### src/rtl/instr_fetch.sv
// -----------------------------------------------------------------------------
// instr_fetch
//
// Small program sequencer. A 16-entry instruction buffer is loaded while idle.
// On start, the entries 0..len-1 are issued one at a time to a control unit.
//
// Each instruction is presented for exactly one cycle with w=1. The fields
// then stay stable until control pulses done. After the last instruction
// completes, finished pulses for one cycle and the block returns to idle.
//
// Instruction word layout: {func[2:0], rx[3:0], ry[3:0], data[3:0]}.
//
// Ports
//   clk        in   clock; all state changes on its rising edge
//   rst        in   synchronous active-high reset
//   prog_we    in   buffer write strobe (honoured only while idle)
//   prog_addr  in   buffer write address
//   prog_data  in   instruction word to write
//   prog_len   in   number of instructions to run (0..16, larger means 16)
//   start      in   begin execution at entry 0 (honoured only while idle)
//   done       in   control has completed the current instruction
//   w          out  one-cycle instruction-valid strobe
//   func       out  opcode field of the current instruction
//   rx         out  destination register select
//   ry         out  source register select
//   data       out  immediate field
//   pc         out  index of the current or next instruction
//   busy       out  high while a program is running
//   finished   out  one-cycle pulse after the last instruction completes
// -----------------------------------------------------------------------------
module instr_fetch #(
    parameter int DEPTH = 16,
    parameter int IW    = 15
) (
    input  logic          clk,
    input  logic          rst,
    input  logic          prog_we,
    input  logic [3:0]    prog_addr,
    input  logic [IW-1:0] prog_data,
    input  logic [4:0]    prog_len,
    input  logic          start,
    input  logic          done,
    output logic          w,
    output logic [2:0]    func,
    output logic [3:0]    rx,
    output logic [3:0]    ry,
    output logic [3:0]    data,
    output logic [3:0]    pc,
    output logic          busy,
    output logic          finished
);

    typedef enum logic [1:0] {
        S_IDLE  = 2'd0,
        S_ISSUE = 2'd1,
        S_WAIT  = 2'd2,
        S_FIN   = 2'd3
    } state_t;

    state_t          state_q;
    logic [IW-1:0]   buf_q [DEPTH];
    logic [IW-1:0]   instr_q;
    logic [3:0]      pc_q;
    logic [4:0]      len_q;
    logic            w_q;
    logic            busy_q;
    logic            finished_q;

    // pc+1 is computed in 5 bits so that a 16-entry run compares 16 == 16
    // instead of wrapping back to 0.
    logic [4:0]      pc_inc;
    assign pc_inc = {1'b0, pc_q} + 5'd1;

    // Program buffer has no reset, so its contents survive rst.
    // Writes are accepted only while idle and not in reset.
    always_ff @(posedge clk) begin
        if (!rst && prog_we && (state_q == S_IDLE)) begin
            buf_q[prog_addr] <= prog_data;
        end
    end

    // The sequencer registers every output directly on each transition.
    // The instruction register is loaded from the buffer on the edge that
    // enters ISSUE. This is the buffer's registered read.
    always_ff @(posedge clk) begin
        if (rst) begin
            state_q    <= S_IDLE;
            instr_q    <= '0;
            pc_q       <= 4'd0;
            len_q      <= 5'd0;
            w_q        <= 1'b0;
            busy_q     <= 1'b0;
            finished_q <= 1'b0;
        end else begin
            w_q        <= 1'b0;
            finished_q <= 1'b0;
            case (state_q)
                S_IDLE: begin
                    if (start) begin
                        if (prog_len != 5'd0) begin
                            len_q   <= (prog_len > 5'd16) ? 5'd16 : prog_len;
                            pc_q    <= 4'd0;
                            instr_q <= buf_q[4'd0];
                            w_q     <= 1'b1;
                            busy_q  <= 1'b1;
                            state_q <= S_ISSUE;
                        end else begin
                            finished_q <= 1'b1;
                            state_q    <= S_FIN;
                        end
                    end
                end
                S_ISSUE: begin
                    state_q <= S_WAIT;
                end
                S_WAIT: begin
                    if (done) begin
                        if (pc_inc == len_q) begin
                            finished_q <= 1'b1;
                            busy_q     <= 1'b0;
                            state_q    <= S_FIN;
                        end else begin
                            pc_q    <= pc_inc[3:0];
                            instr_q <= buf_q[pc_inc[3:0]];
                            w_q     <= 1'b1;
                            state_q <= S_ISSUE;
                        end
                    end
                end
                S_FIN: begin
                    state_q <= S_IDLE;
                end
                default: begin
                    busy_q  <= 1'b0;
                    state_q <= S_IDLE;
                end
            endcase
        end
    end

    assign w        = w_q;
    assign func     = instr_q[14:12];
    assign rx       = instr_q[11:8];
    assign ry       = instr_q[7:4];
    assign data     = instr_q[3:0];
    assign pc       = pc_q;
    assign busy     = busy_q;
    assign finished = finished_q;

endmodule

### config.mk
export PLATFORM = sky130hd
export DESIGN_NAME = instr_fetch
export DESIGN_NICKNAME = d
export VERILOG_FILES = /design/src/rtl/instr_fetch.sv
export SDC_FILE = /design/constraint.sdc
export NUM_CORES = 1
export LEC_CHECK = 0
export CAP_MARGIN = 10
export CORE_MARGIN = 5
export CORE_UTILIZATION = 40
export DETAILED_ROUTE_END_ITERATION = 7
export SLEW_MARGIN = 20
export SYNTH_ARGS = -nofsm -noshare
export SYNTH_HDL_FRONTEND = slang
export SYNTH_SLANG_ARGS = --single-unit
### constraint.sdc
create_clock -name clk -period 5.6 [get_ports clk]
set_input_delay 1.12 -clock clk [delete_from_list [all_inputs] [get_ports clk]]
set_output_delay 1.12 -clock clk [all_outputs]
set_load 0.02 [all_outputs]
==> reports/results.txt <==
status: finished, final reports clean
DRT antenna net count: 0
IO Count: 51
core region area: 0.0261 mm²
Post-CTS Repair Setup Buffers: 0
Pleak: 3.85 nW
WL final: 23,300 µm
setup TNS: 0 ns
CTS tree: done
Ant. Diodes: 0
Slew headroom: 27.0%
startpoint types: primary input
Crit path buffers/inverters: 3
CP peak stage delay: 0.66 ns
Max IR drop VDD: 0.220 mV
worst reg-to-reg path cell count: 7
initial antenna violation count: 0
num rows: 59
DRT Pass-1 Iters: 5
share of cells above drive strength 1: 19.7%
Setup Skew: 0.0105 ns
input/output buffers: 50
Hold Path Class: reg2reg
hold slack: 0.468 ns
worst r2r dst: instr_q[13]$_SDFFE_PP0P_
post-synthesis sequential area ratio: 73.2%
CP endpoint kind: flop
Max-cap violations: 0
DR iter-0 viols: 532
CTS buffer count: 28
CP Class: in2reg
crit path max fanout: 14
Clock Tree Buf Depth: 3
Die H: 173 µm
R2R setup slack: 2.48 ns
Skew-Pair Late Insertion Delay: 0.53 ns
Seq cells post-synth: 269
routed len/inst: 22.7 µm
Worst-Margin Slew: 1.10 ns
RSZ-0062 raised after global routing: false
CTS Hold Bufs: 0
worst path required time: 5.83 ns
WP depth: 6
Synth area leader: edfxtp_1
Post-Synthesis Cell Area: 0.0106 mm²
critical path's top delay family: buffers and inverters
final core utilization: 47.6%
Via density: 5.60
Max Clock Freq: 318 MHz
arrival time worst endpoint: 3.38 ns
P&R area growth vs syn: 17.0%
Root Buffer: clkbuf_16
gr usage total: 15.4%
largest net degree at the start of global routing: 50
initial cell density of the core: 40.7%
GR Overflow Total: 0
r2r startpoint: pc[0]$_SDFFE_PP0P_
synth unique cells: 49
Worst Setup SP: rst
gp weighted congestion: 0.770
DRC: 0
Final setup viols: 0
Post-CTS Resized: 0
Reg area: 0.00779 mm²
first-pass GRT wire length: 36,200 µm
Reg clk slew, reported paths: 0.06 ns
Final WS setup: 2.46 ns
area occupied by multi-input gates: 0.00272 mm²
final hold vios: 0
Critical path destination: buf_q[9][3]$_DFFE_PP_
Critical-path top delay cell: clkdlybuf4s50_1
H-Tree Level Count: 1
vias in the first global route: 6,026
via count: 5,742
CP most frequent cell: buf_4
nets@finish: 702
Ys Warns: 0
HPWL after detailed placement: 14,500 µm
cell count after synthesis: 603
Die X-Extent: 173 µm
total power: 4.13 mW
Avg Cell Area, Syn: 17.6 µm²
Final period util: 56.1%
Synth area leaders: edfxtp_1, mux4_2, dfxtp_1
CTS Sinks: 269
fin. max-slew vios: 0
Syn Nets: 633
Period minus WS final: 3.14 ns
WHS Path Cells: 2
critical-path cell list: clkdlybuf4s50_1, nor4b_1, buf_4, nand3b_1, nor2_1, buf_4
die footprint: 0.0300 mm²
fillcell total: 2,229
share of the synthesized area in the top cell type: 67.7%
Power Density: 332 mW/mm²
pre-CTS setup slack: 1.94 ns
==> worst register-to-register path, delay by kind of cell (launching register included) <==
kind / cells / cell delay (ns)
compound gates: 2 / 0.28
flops: 1 / 0.45
buf+inv: 1 / 0.51
simple gates: 2 / 0.26
mux: 1 / 0.37
fa+ha+maj: 1 / 1.10
==> placed cells by master (no fill, tap or decap), types with 9 or more instances in the layout <==
| cell type | netlist | routed |
|---|---|---|
| o22ai_1 | 15 | 15 |
| buf_4 | 2 | 24 |
| nor2_1 | 23 | 23 |
| edfxtp_1 | 240 | 240 |
| dfxtp_1 | 29 | 28 |
| o211ai_1 | 17 | 17 |
| clkinv_1 | 1 | 11 |
| nand4_1 | 32 | 32 |
| a21oi_1 | 9 | 9 |
| clkdlybuf4s50_1 | 0 | 50 |
| clkbuf_16 | 0 | 29 |
| mux4_2 | 60 | 60 |
| nand2_1 | 86 | 86 |
==> kinds of logic after synthesis <==
family | count (synthesis) | share of synthesized area (%)
and+or+nand+nor | 170 | 7.76
adders and majority gates | 1 | 0.118
xor gates and xnor gates | 7 | 0.705
muxes | 61 | 12.8
DFF | 269 | 73.2
AOI/OAI and AO/OA | 56 | 3.80
buffers and inverters | 39 | 1.66
==> cell type report <==
cell class	instances	share of cell area, %
clock buffer	33	5.95
clock inverter	16	0.563
inverter	3	0.0904
multi-input combinational	295	21.8
sequential	269	62.6
tap	335	3.37
timing repair buffer	75	5.63
==> layer usage <==
| layer | global-route usage, % | vias to the layer above | wire (µm) |
|---|---|---|---|
| met1 | 22.3 | 2929 | 10300 |
| met5 | 0 | - | 0 |
| met3 | 2.55 | 33 | 1560 |
| met4 | 3.26 | 0 | 456 |
| li1 | - | 2573 | - |
| met2 | 25.1 | 207 | 11000 |
==> worst min-delay path by stage <==
| stage | startpoint | endpoint | slack, ns |
|---|---|---|---|
| 2_1_floorplan | len_q[0]$_SDFFE_PP0P_ | len_q[0]$_SDFFE_PP0P_ | 0.44 |
| 3_3_place_gp | instr_q[3]$_SDFFE_PP0P_ | instr_q[3]$_SDFFE_PP0P_ | 0.46 |
| 3_5_place_dp | instr_q[3]$_SDFFE_PP0P_ | instr_q[3]$_SDFFE_PP0P_ | 0.46 |
| 4_1_cts | instr_q[3]$_SDFFE_PP0P_ | instr_q[3]$_SDFFE_PP0P_ | 0.47 |
| 5_1_grt | instr_q[14]$_SDFFE_PP0P_ | instr_q[14]$_SDFFE_PP0P_ | 0.49 |
| 6_report | instr_q[3]$_SDFFE_PP0P_ | instr_q[3]$_SDFFE_PP0P_ | 0.47 |
==> through the flow <==
step / instance area [µm²] / cells
final: 12500 / 1026
after global routing: 12500 / 1026
after CTS: 12400 / 1025
after detailed placement: 11600 / 976
after global placement: 11600 / 976
after floorplan: 10600 / 603
==> power breakdown <==
part | internal (mW) | switching, mW
Sequential | 2.21 | 0.0192
Combinational | 0.110 | 0.147
Clock | 0.932 | 0.709
Total | 3.25 | 0.875
==> synth_stat cells (all sizes together) <==
library cell and instances:
nand3 4, clkbuf 21, or3b 2, and4b 1, o211a 2, buf 15
nor2b 3, o21a 1, inv 2, nand4 32, and2 1, ha 1
a21o 1, mux2i 1, xnor2 4, xnor3 1, nor4b 3, dfxtp 29
nand2b 3, o311ai 1, o22ai 15, or4 1, a211oi 1, clkinv 1
o2bb2a 1, o211ai 18, o21ai 1, mux4 60, a221oi 1, nand2 86
nor3b 2, nor3 3, or3 1, nor2 23, o21ba 1, nand4b 2
xor2 2, edfxtp 240, a21oi 9, o2111a 1, and3 1, o31ai 3
nand3b 2
==> state kept, by name (all words and copies together) (netlist names) <==
name and cells:
buf_q 240, w 1, len_q 5, state_q 2, finished 1, busy 1, pc 4, instr_q 15
Power figures use the tool's default switching activity.
